<file path="src/rtl/instr_fetch_unit.sv">
// Fetch stage: owns the PC, issues one outstanding word read at a time to
// instruction memory and buffers returned words in a small FIFO for decode.
module instr_fetch_unit #(
  parameter logic [31:0] PC_RESET = 32'h0000_0000,
  parameter int          DEPTH    = 2
) (
  input  logic        CLK,
  input  logic        RST_N,
  output logic        IMEM_REQ,
  output logic [31:0] IMEM_ADDR,
  input  logic        IMEM_VALID,
  input  logic [31:0] IMEM_RDATA,
  input  logic        REDIRECT,
  input  logic [31:0] REDIRECT_PC,
  output logic        INSTR_VALID,
  input  logic        INSTR_READY,
  output logic [31:0] INSTR,
  output logic [31:0] INSTR_PC,
  output logic [11:0] IMM12
);

  localparam int PTR_W = $clog2(DEPTH);
  localparam int CNT_W = PTR_W + 1;
  localparam logic [CNT_W-1:0] FULL = CNT_W'(DEPTH);

  typedef enum logic [1:0] {S_REQ, S_WAIT, S_DROP} state_t;

  state_t            state, state_next;
  logic [29:0]       pc_word;
  logic [31:0]       req_pc;
  logic [CNT_W-1:0]  count;
  logic [PTR_W-1:0]  rd_ptr, wr_ptr;
  logic              issue, push, pop;

  logic [31:0] buf_instr [DEPTH];
  logic [31:0] buf_pc    [DEPTH];
  logic [11:0] buf_imm   [DEPTH];

  logic unused_redirect_lsbs;
  assign unused_redirect_lsbs = ^REDIRECT_PC[1:0];

  // Stores place the immediate in two pieces; everything else uses [31:20].
  function automatic logic [11:0] imm_of(input logic [31:0] w);
    if (w[6:0] == 7'b0100011) return {w[31:25], w[11:7]};
    else                      return w[31:20];
  endfunction

  // NOTE: every always_comb output gets a default first so no path infers a latch.
  always_comb begin
    state_next = state;
    issue      = 1'b0;
    push       = 1'b0;
    case (state)
      S_REQ: begin
        issue = RST_N && !REDIRECT && (count < FULL);
        if (issue) state_next = S_WAIT;
      end
      S_WAIT: begin
        if (REDIRECT) begin
          state_next = IMEM_VALID ? S_REQ : S_DROP;
        end else if (IMEM_VALID) begin
          push       = 1'b1;
          state_next = S_REQ;
        end
      end
      S_DROP: begin
        if (IMEM_VALID) state_next = S_REQ;
      end
      default: state_next = S_REQ;
    endcase
  end

  assign IMEM_REQ    = issue;
  assign IMEM_ADDR   = {pc_word, 2'b00};
  assign INSTR_VALID = (count != '0);
  assign pop         = INSTR_VALID && INSTR_READY && !REDIRECT;

  // NOTE: state registers use non-blocking assignments so every flop samples pre-edge values.
  always_ff @(posedge CLK) begin
    if (!RST_N) begin
      state   <= S_REQ;
      pc_word <= PC_RESET[31:2];
      req_pc  <= PC_RESET;
      count   <= '0;
      rd_ptr  <= '0;
      wr_ptr  <= '0;
    end else begin
      state <= state_next;
      if (REDIRECT) begin
        pc_word <= REDIRECT_PC[31:2];
        count   <= '0;
        rd_ptr  <= '0;
        wr_ptr  <= '0;
      end else begin
        if (issue) req_pc <= IMEM_ADDR;
        if (push) begin
          wr_ptr  <= wr_ptr + 1'b1;
          pc_word <= req_pc[31:2] + 30'd1;
        end
        if (pop) rd_ptr <= rd_ptr + 1'b1;
        if (push && !pop)      count <= count + 1'b1;
        else if (pop && !push) count <= count - 1'b1;
      end
    end
  end

  // NOTE: buffer storage is not reset; the head outputs are masked while empty instead.
  always_ff @(posedge CLK) begin
    if (push) begin
      buf_instr[wr_ptr] <= IMEM_RDATA;
      buf_pc[wr_ptr]    <= req_pc;
      buf_imm[wr_ptr]   <= imm_of(IMEM_RDATA);
    end
  end

  assign INSTR    = INSTR_VALID ? buf_instr[rd_ptr] : '0;
  assign INSTR_PC = INSTR_VALID ? buf_pc[rd_ptr]    : '0;
  assign IMM12    = INSTR_VALID ? buf_imm[rd_ptr]   : '0;

endmodule
</file>
<file path="config.mk">
export PLATFORM = sky130hd
export DESIGN_NAME = instr_fetch_unit
export DESIGN_NICKNAME = d
export VERILOG_FILES = /design/src/rtl/instr_fetch_unit.sv
export SDC_FILE = /design/constraint.sdc
export NUM_CORES = 1
export LEC_CHECK = 0
export ABC_AREA = 1
export CORE_AREA = 2 2 169 130
export CTS_CLUSTER_DIAMETER = 30
export DETAILED_ROUTE_END_ITERATION = 7
export DIE_AREA = 0 0 171 132
export GPL_ROUTABILITY_DRIVEN = 0
export PLACE_DENSITY = 0.69
export REMOVE_ABC_BUFFERS = 1
export SLEW_MARGIN = 15
export SYNTH_ARGS = -nofsm -noshare
export SYNTH_HDL_FRONTEND = slang
export SYNTH_SLANG_ARGS = --single-unit
</file>
<file path="constraint.sdc">
create_clock -name CLK -period 4.23 [get_ports CLK]
set_input_delay 0.6345 -clock CLK [delete_from_list [all_inputs] [get_ports CLK]]
set_output_delay 0.6345 -clock CLK [all_outputs]
set_load 0.05 [all_outputs]
</file>
==> reports/qor.csv, run 1 <==
stage,metric,value,unit
status,status,finished clean,
timing,worst_slew_pin_slew,0.7677,ns
clock_tree,cts_root_buffer,clkbuf_16,
cells_and_area,design_area,12030,sq um
worst_setup_path,start_kind,flip-flop,
logic_synthesis,syn-mean-instance-area,9.661,sq um
placed_design,hpwl,14.50,mm
logic_synthesis,ys_ff_latch,201,
global_routing,grt_pass1_vias,6489,
worst_setup_path,cp_data_arrival_time,2.93,ns
job,drv_cap,0,
die,start_util,0.4145,
die,fp.dieW,171,microns
worst_setup_path,critPathRequiredTime,3.60,ns
global_routing,grt-ovfl-total,0,
placed_design,post-place-cells,1318,
routing,ant_nets,0,
cells_and_area,layout-drive-gt1-share,0.1091,
routing,wl_per_cell,16.31,microns
worst_setup_path,worstPathMaxFanout,43,
cells_and_area,num_antenna_cells,0,
logic_synthesis,synth_cell_types,37,
clock_tree,cts_tree,yes,
min_path,hold_class,flip-flop to flip-flop,
clock_tree,postCtsSetupBuffers,0,
clock_tree,clock_sinks,201,
routing,viasPerCell,4.872,
timing,rsz0062_at_grt,false,
logic_synthesis,synth_warnings,0,
global_routing,track_usage,0.1982,
timing,drv_slew,0,
pwr,power_frac_clock,0.554,
worst_setup_path,critPathCaptureType,output port,
clock_tree,numCtsBuffers,39,
timing,timing.final.crit_share,0.8417,
clock_tree,cts_max_level,2,
pwr,power_density,495.3,nW/um^2
worst_setup_path,critPathKind,flip-flop to output port,
die,die_h,132,microns
die,die_area,22570,sq um
pwr,leakagePower,4.435,nW
min_path,hold_path_startpoint,rd_ptr,
timing,worst_clock_skew,0.01690,ns
worst_setup_path,reg2reg_slack,2.19,ns
clock_tree,post_cts.resized_instances,0,
placed_design,port_buffers,172,
routing,drcViolationCount,0,
pwr,pwr-share-comb,0.074,
timing,timing.fmax,0.2809,GHz
timing,whs,0.4723,ns
timing,fin_crit,3.560,ns
logic_synthesis,netlist_area,8637,sq um
clock_tree,clk_path_buf_depth,3,
worst_setup_path,rr_worst_depth,9,
logic_synthesis,yosysSeqAreaShare,0.6212,
pwr,ir_drop,0.2514,mV
routing,drt_iter0_drc,511,
global_routing,grt_max_degree,63,
cells_and_area,area_growth,39.27,%
global_routing,grt_pass1_wl,34.80,mm
die,rows,46,
pwr,power.internal,0.004586,W
timing,final_hold_viol_count,0,
worst_setup_path,rr_endpoint,count[1],
clock_tree,clk_latency,0.51,ns
die,io_pins,179,
cells_and_area,final_nets,1142,
timing,relSlewSlack,0.4882,
clock_tree,clk_pin_slew,0.04,ns
min_path,holdPathStages,2,
global_routing,antenna_found_initial,0,
worst_setup_path,r2r-start,count[1],
pwr,switching_power,0.001373,W
routing,via_count,6763,
routing,wl,22.64,mm
cells_and_area,fin_cells,1388,
pwr,totalPowerFinal,0.005958,W
pwr,switching_share,0.2304,
die,core_area,20840,sq um
clock_tree,hold_buffers,0,
placed_design,place_area,10610,sq um
timing,setup_viol,0,
logic_synthesis,syn_inst,894,
pwr,p_seq_frac,0.372,
routing,drtPass1Iterations,5,
power by group through the flow:
stage	clock network [W]	registers, W	logic, W
floorplan	0	0.00229	0.000188
global placement	0	0.00225	0.000430
detailed placement	0	0.00225	0.000436
CTS	0.00335	0.00222	0.000439
global route	0.00344	0.00222	0.000469
finish	0.00330	0.00222	0.000438
synthesized netlist by cell type, drive strengths merged:
| cell type | number | area share |
|---|---|---|
| o21ai | 41 | 0.024 |
| nand2 | 283 | 0.13 |
| xnor2 | 3 | 0.0030 |
| clkbuf | 20 | 0.0087 |
| edfxtp | 134 | 0.47 |
| conb | 1 | 0.00043 |
| ha | 2 | 0.0029 |
| a31oi | 10 | 0.0072 |
| o211ai | 1 | 0.00087 |
| inv | 61 | 0.027 |
| nor3 | 3 | 0.0017 |
| xor2 | 11 | 0.012 |
| dfxtp | 67 | 0.16 |
| nand3 | 32 | 0.022 |
| a21oi | 115 | 0.067 |
| a211oi | 1 | 0.00087 |
| nor2 | 63 | 0.038 |
| mux2 | 5 | 0.0065 |
| buf | 33 | 0.023 |
| and2 | 1 | 0.00072 |
| nor3b | 1 | 0.00087 |
| nand4 | 4 | 0.0029 |
| a2111oi | 1 | 0.0010 |
| o41ai | 1 | 0.0010 |
routing by layer:
| layer | share of wire | global-route usage |
|---|---|---|
| met4 | 0.017 | 0.05838 |
| met2 | 0.44 | 0.3053 |
| met5 | 0 | 0 |
| met3 | 0.074 | 0.04533 |
| met1 | 0.47 | 0.2798 |
state kept, by name, summed over array words and instances, names as in the netlist, named ones only:
signal     count
buf_pc        60
count          2
buf_instr     50
req_pc        30
state          2
buf_imm       24
wr_ptr         1
rd_ptr         1
pc_word       30
stage by stage:
step,worst slack [ns],TNS [ns],utilization
after floorplan,-0.1637,-6.368,-
after CTS,0.5864,0,0.5773
after global placement,1.061,0,0.5091
after global routing,0.4932,0,0.5773
final,0.6695,0,0.5773
after detailed placement,1.061,0,0.5091
layout by cell type (no fill, tap or decap), drive strengths merged:
master	n
edfxtp	134
nor3b	1
clkdlybuf4s50	171
mux2	5
ha	2
nand3	32
a211oi	1
xnor2	3
nand2	283
a31oi	10
xor2	11
inv	65
o41ai	1
o21ai	41
nor3	3
conb	4
a21oi	115
o211ai	1
a2111oi	1
bufinv	8
nand4	4
buf	15
nor2	63
and2	1
clkbuf	43
clkinvlp	6
clkinv	9
dfxtp	67
cell type report:
| class | count | area, sq um |
|---|---|---|
| well taps | 288 | 360.3 |
| clock buffers | 43 | 1033 |
| multi-input cells | 582 | 2799 |
| inverters | 61 | 231.5 |
| flip-flops and latches | 201 | 5366 |
| fillers | 1801 | 8806 |
| clock inverters | 27 | 389.1 |
| repair buffers | 186 | 1849 |
logic make-up (layout without fill, tap and decap cells):
family,Yosys count,after routing,synth area share
simple gates,387,387,0.1934
flops,201,201,0.6212
compound gates,170,170,0.1018
buf+inv,114,317,0.05867
xor+xnor,14,14,0.01507
mux,5,5,0.006518
fa+ha+maj,2,2,0.002897
other cells,1,4,0.0004342
worst max-delay path, cell delays in order (launching register included):
cell	delay, ns
dfxtp_2	0.54
inv_2	0.13
buf_4	0.45
nand2_1	0.13
a21oi_1	0.28
clkdlybuf4s50_1	0.86
how the worst max path moves through the flow:
stage                             endpoint  slack [ns]  depth (start not counted)
after global routing              IMM12[5]        0.49                          5
final                            INSTR[25]        0.67                          5
after detailed placement     buf_imm[1][8]        1.06                          5
after floorplan                   count[1]       -0.16                          8
after CTS                        INSTR[25]        0.59                          5
after global placement    buf_instr[1][10]        1.06                          5
No activity file was read; power rests on OpenSTA's default activity.
==> run 2, diff against run 1 <==
--- a/config.mk
+++ b/config.mk
@@ -11,7 +11,7 @@
 export DETAILED_ROUTE_END_ITERATION = 7
 export DIE_AREA = 0 0 171 132
 export GPL_ROUTABILITY_DRIVEN = 0
-export PLACE_DENSITY = 0.69
+export PLACE_DENSITY = 0.67
 export REMOVE_ABC_BUFFERS = 1
 export SLEW_MARGIN = 15
 export SYNTH_ARGS = -nofsm -noshare
==> constraint.sdc (replaced) <==
create_clock -name CLK -period 3.5 [get_ports CLK]
set_input_delay 0.525 -clock CLK [delete_from_list [all_inputs] [get_ports CLK]]
set_output_delay 0.525 -clock CLK [all_outputs]
set_load 0.05 [all_outputs]
==> run 2 against run 1 <==
  * Wire length shrank 0.61%
  * Setup slack lost 0.38 ns
  * Sequential power grew 21%
  * Combinational power grew 22%
  * Non-clock buffer count is the same
  * Critical path depth is the same
  * Hold slack gained 0.0077 ns
  * Clock skew shrank 0.0033 ns
  * Critical path type unchanged
  * Critical endpoint is now INSTR_PC[25]
==> reports/qor.csv, run 2 (synthesis results as in run 1) <==
stage,metric,value,unit
cells_and_area,largest-register,buf_pc,
routing,wl,22.51,mm
placed_design,hpwl,14.56,mm
global_routing,grt_max_degree,68,
die,die_area,22570,sq um
job,drv_cap,0,
min_path,hold_path_end,rd_ptr,
cells_and_area,final_cell_mix,"nand2_1, clkdlybuf4s50_1, edfxtp_1, a21oi_1, dfxtp_1",
pwr,totalPowerFinal,0.006881,W
timing,fin_crit,3.214,ns
cells_and_area,final_nets,1141,
routing,viasPerCell,4.911,
pwr,ir_drop,0.2908,mV
worst_setup_path,slowest_delay,0.85,ns
worst_setup_path,reg2reg_slack,1.51,ns
timing,whs,0.4799,ns
global_routing,track_usage,0.2006,
min_path,hold_class,flip-flop to flip-flop,
clock_tree,numCtsBuffers,38,
placed_design,port_buffers,172,
routing,drt_iter0_drc,490,
timing,worst_clock_skew,0.01358,ns
worst_setup_path,rr_endpoint,count[1],
global_routing,grt-ovfl-total,0,
worst_setup_path,critPathRequiredTime,2.97,ns
clock_tree,cts_max_level,2,
cells_and_area,layout-drive-gt1-share,0.1073,
timing,rsz0062_at_grt,false,
worst_setup_path,cp_data_arrival_time,2.69,ns
cells_and_area,final_common_cell,nand2_1,
clock_tree,hold_buffers,0,
die,core_area,20840,sq um
pwr,power_density,575.3,nW/um^2
timing,setup_viol,0,
clock_tree,cts_root_buffer,clkbuf_16,
clock_tree,postCtsSetupBuffers,0,
global_routing,grt_pass1_vias,6528,
cells_and_area,area_growth,38.48,%
worst_setup_path,rr_worst_depth,8,
routing,drcViolationCount,0,
cells_and_area,reg_top3,"buf_pc (60), buf_instr (50)",
pwr,leakagePower,4.397,nW
clock_tree,cts_tree,yes,
worst_setup_path,path_cells,"inv_2, buf_12, nand2_1, a21oi_1, clkdlybuf4s50_1",
worst_setup_path,start_kind,flip-flop,
min_path,hold_path_startpoint,rd_ptr,
timing,finalSetupTns,0,ns
die,io_pins,179,
clock_tree,clk_latency,0.52,ns
status,status,finished clean,
die,start_util,0.4145,
global_routing,grt_pass1_wl,35.33,mm
cells_and_area,largest_register_ffs,60,
timing,relSlewSlack,0.5393,
routing,drtPass1Iterations,4,
worst_setup_path,worstPathMaxFanout,45,
clock_tree,post_cts.resized_instances,0,
worst_setup_path,critPathKind,flip-flop to output port,
worst_setup_path,crit_path_top_delay_cell,clkdlybuf4s50_1,
worst_setup_path,critPathCaptureType,output port,
die,die_h,132,microns
clock_tree,clk_pin_slew,0.05,ns
clock_tree,clock_sinks,201,
min_path,holdPathStages,2,
timing,timing.fmax,0.3112,GHz
die,rows,46,
cells_and_area,num_antenna_cells,0,
timing,final_hold_viol_count,0,
timing,drv_slew,0,
worst_setup_path,r2r-start,count[1],
routing,wl_per_cell,16.21,microns
global_routing,antenna_found_initial,0,
routing,ant_nets,0,
die,fp.dieW,171,microns
timing,timing.final.crit_share,0.9182,
timing,worst_slew_pin_slew,0.6911,ns
clock_tree,clk_path_buf_depth,3,
routing,via_count,6816,
-- run 2: cell count changes in the layout (fill, tap and decap cells not counted), moves of 2 or more --
cell | before | now
bufinv_16 | 8 | 4
buf_4 | 13 | 10
inv_6 | 3 | 1
clkbuf_1 | 2 | 5
buf_12 | 2 | 5
-- run 2: layer usage --
metal  up-vias  wire (microns)  track usage
li1       3353               -            -
met1      3201           10650       0.2829
met2       233            9916       0.3094
met3        29            1625      0.04893
met4         0             316      0.05461
met5         -               0            0
-- run 2: worst max-delay path by stage --
stage | startpoint | endpoint | slack (ns) | depth (start not counted)
detailed placement | REDIRECT | buf_instr[0][17] | 0.58 | 5
finish | flip-flop | INSTR_PC[25] | 0.29 | 5
CTS | flip-flop | INSTR_PC[25] | 0.25 | 5
floorplan | count[1] | count[1] | -0.89 | 8
global route | flip-flop | INSTR_PC[31] | 0.15 | 5
global placement | REDIRECT | buf_instr[0][14] | 0.61 | 5
-- run 2: critical path: cells and delay by family (launching register included) --
family / cells / cell delay (ns)
buf+inv: 3 / 1.49
compound gates: 1 / 0.22
simple gates: 1 / 0.08
flops: 1 / 0.35
-- run 2: power by group --
| part | switching [W] | internal [W] | leakage (nW) |
|---|---|---|---|
| registers | 0.0000702 | 0.00261 | 1.78 |
| logic | 0.000334 | 0.000198 | 1.99 |
| clock network | 0.00124 | 0.00243 | 0.624 |
| total | 0.00165 | 0.00523 | 4.40 |
-- run 2: layout make-up --
| class | count | area (sq um) |
|---|---|---|
| clock buffers | 46 | 1033 |
| clock inverters | 24 | 282.8 |
| fillers | 1824 | 8875 |
| inverters | 61 | 231.5 |
| multi-input cells | 582 | 2799 |
| flip-flops and latches | 201 | 5366 |
| well taps | 288 | 360.3 |
| repair buffers | 186 | 1887 |
-- run 2: through the flow --
step                      area [sq um]  instances  setup WS, ns    util
after detailed placement         10640       1318        0.5803  0.5109
after global routing             11960       1388        0.1524  0.5740
after global placement           10640       1318        0.6071  0.5109
after floorplan                   8373        844       -0.8937       -
after CTS                        11960       1388        0.2503  0.5740
final                            11960       1388        0.2863  0.5740
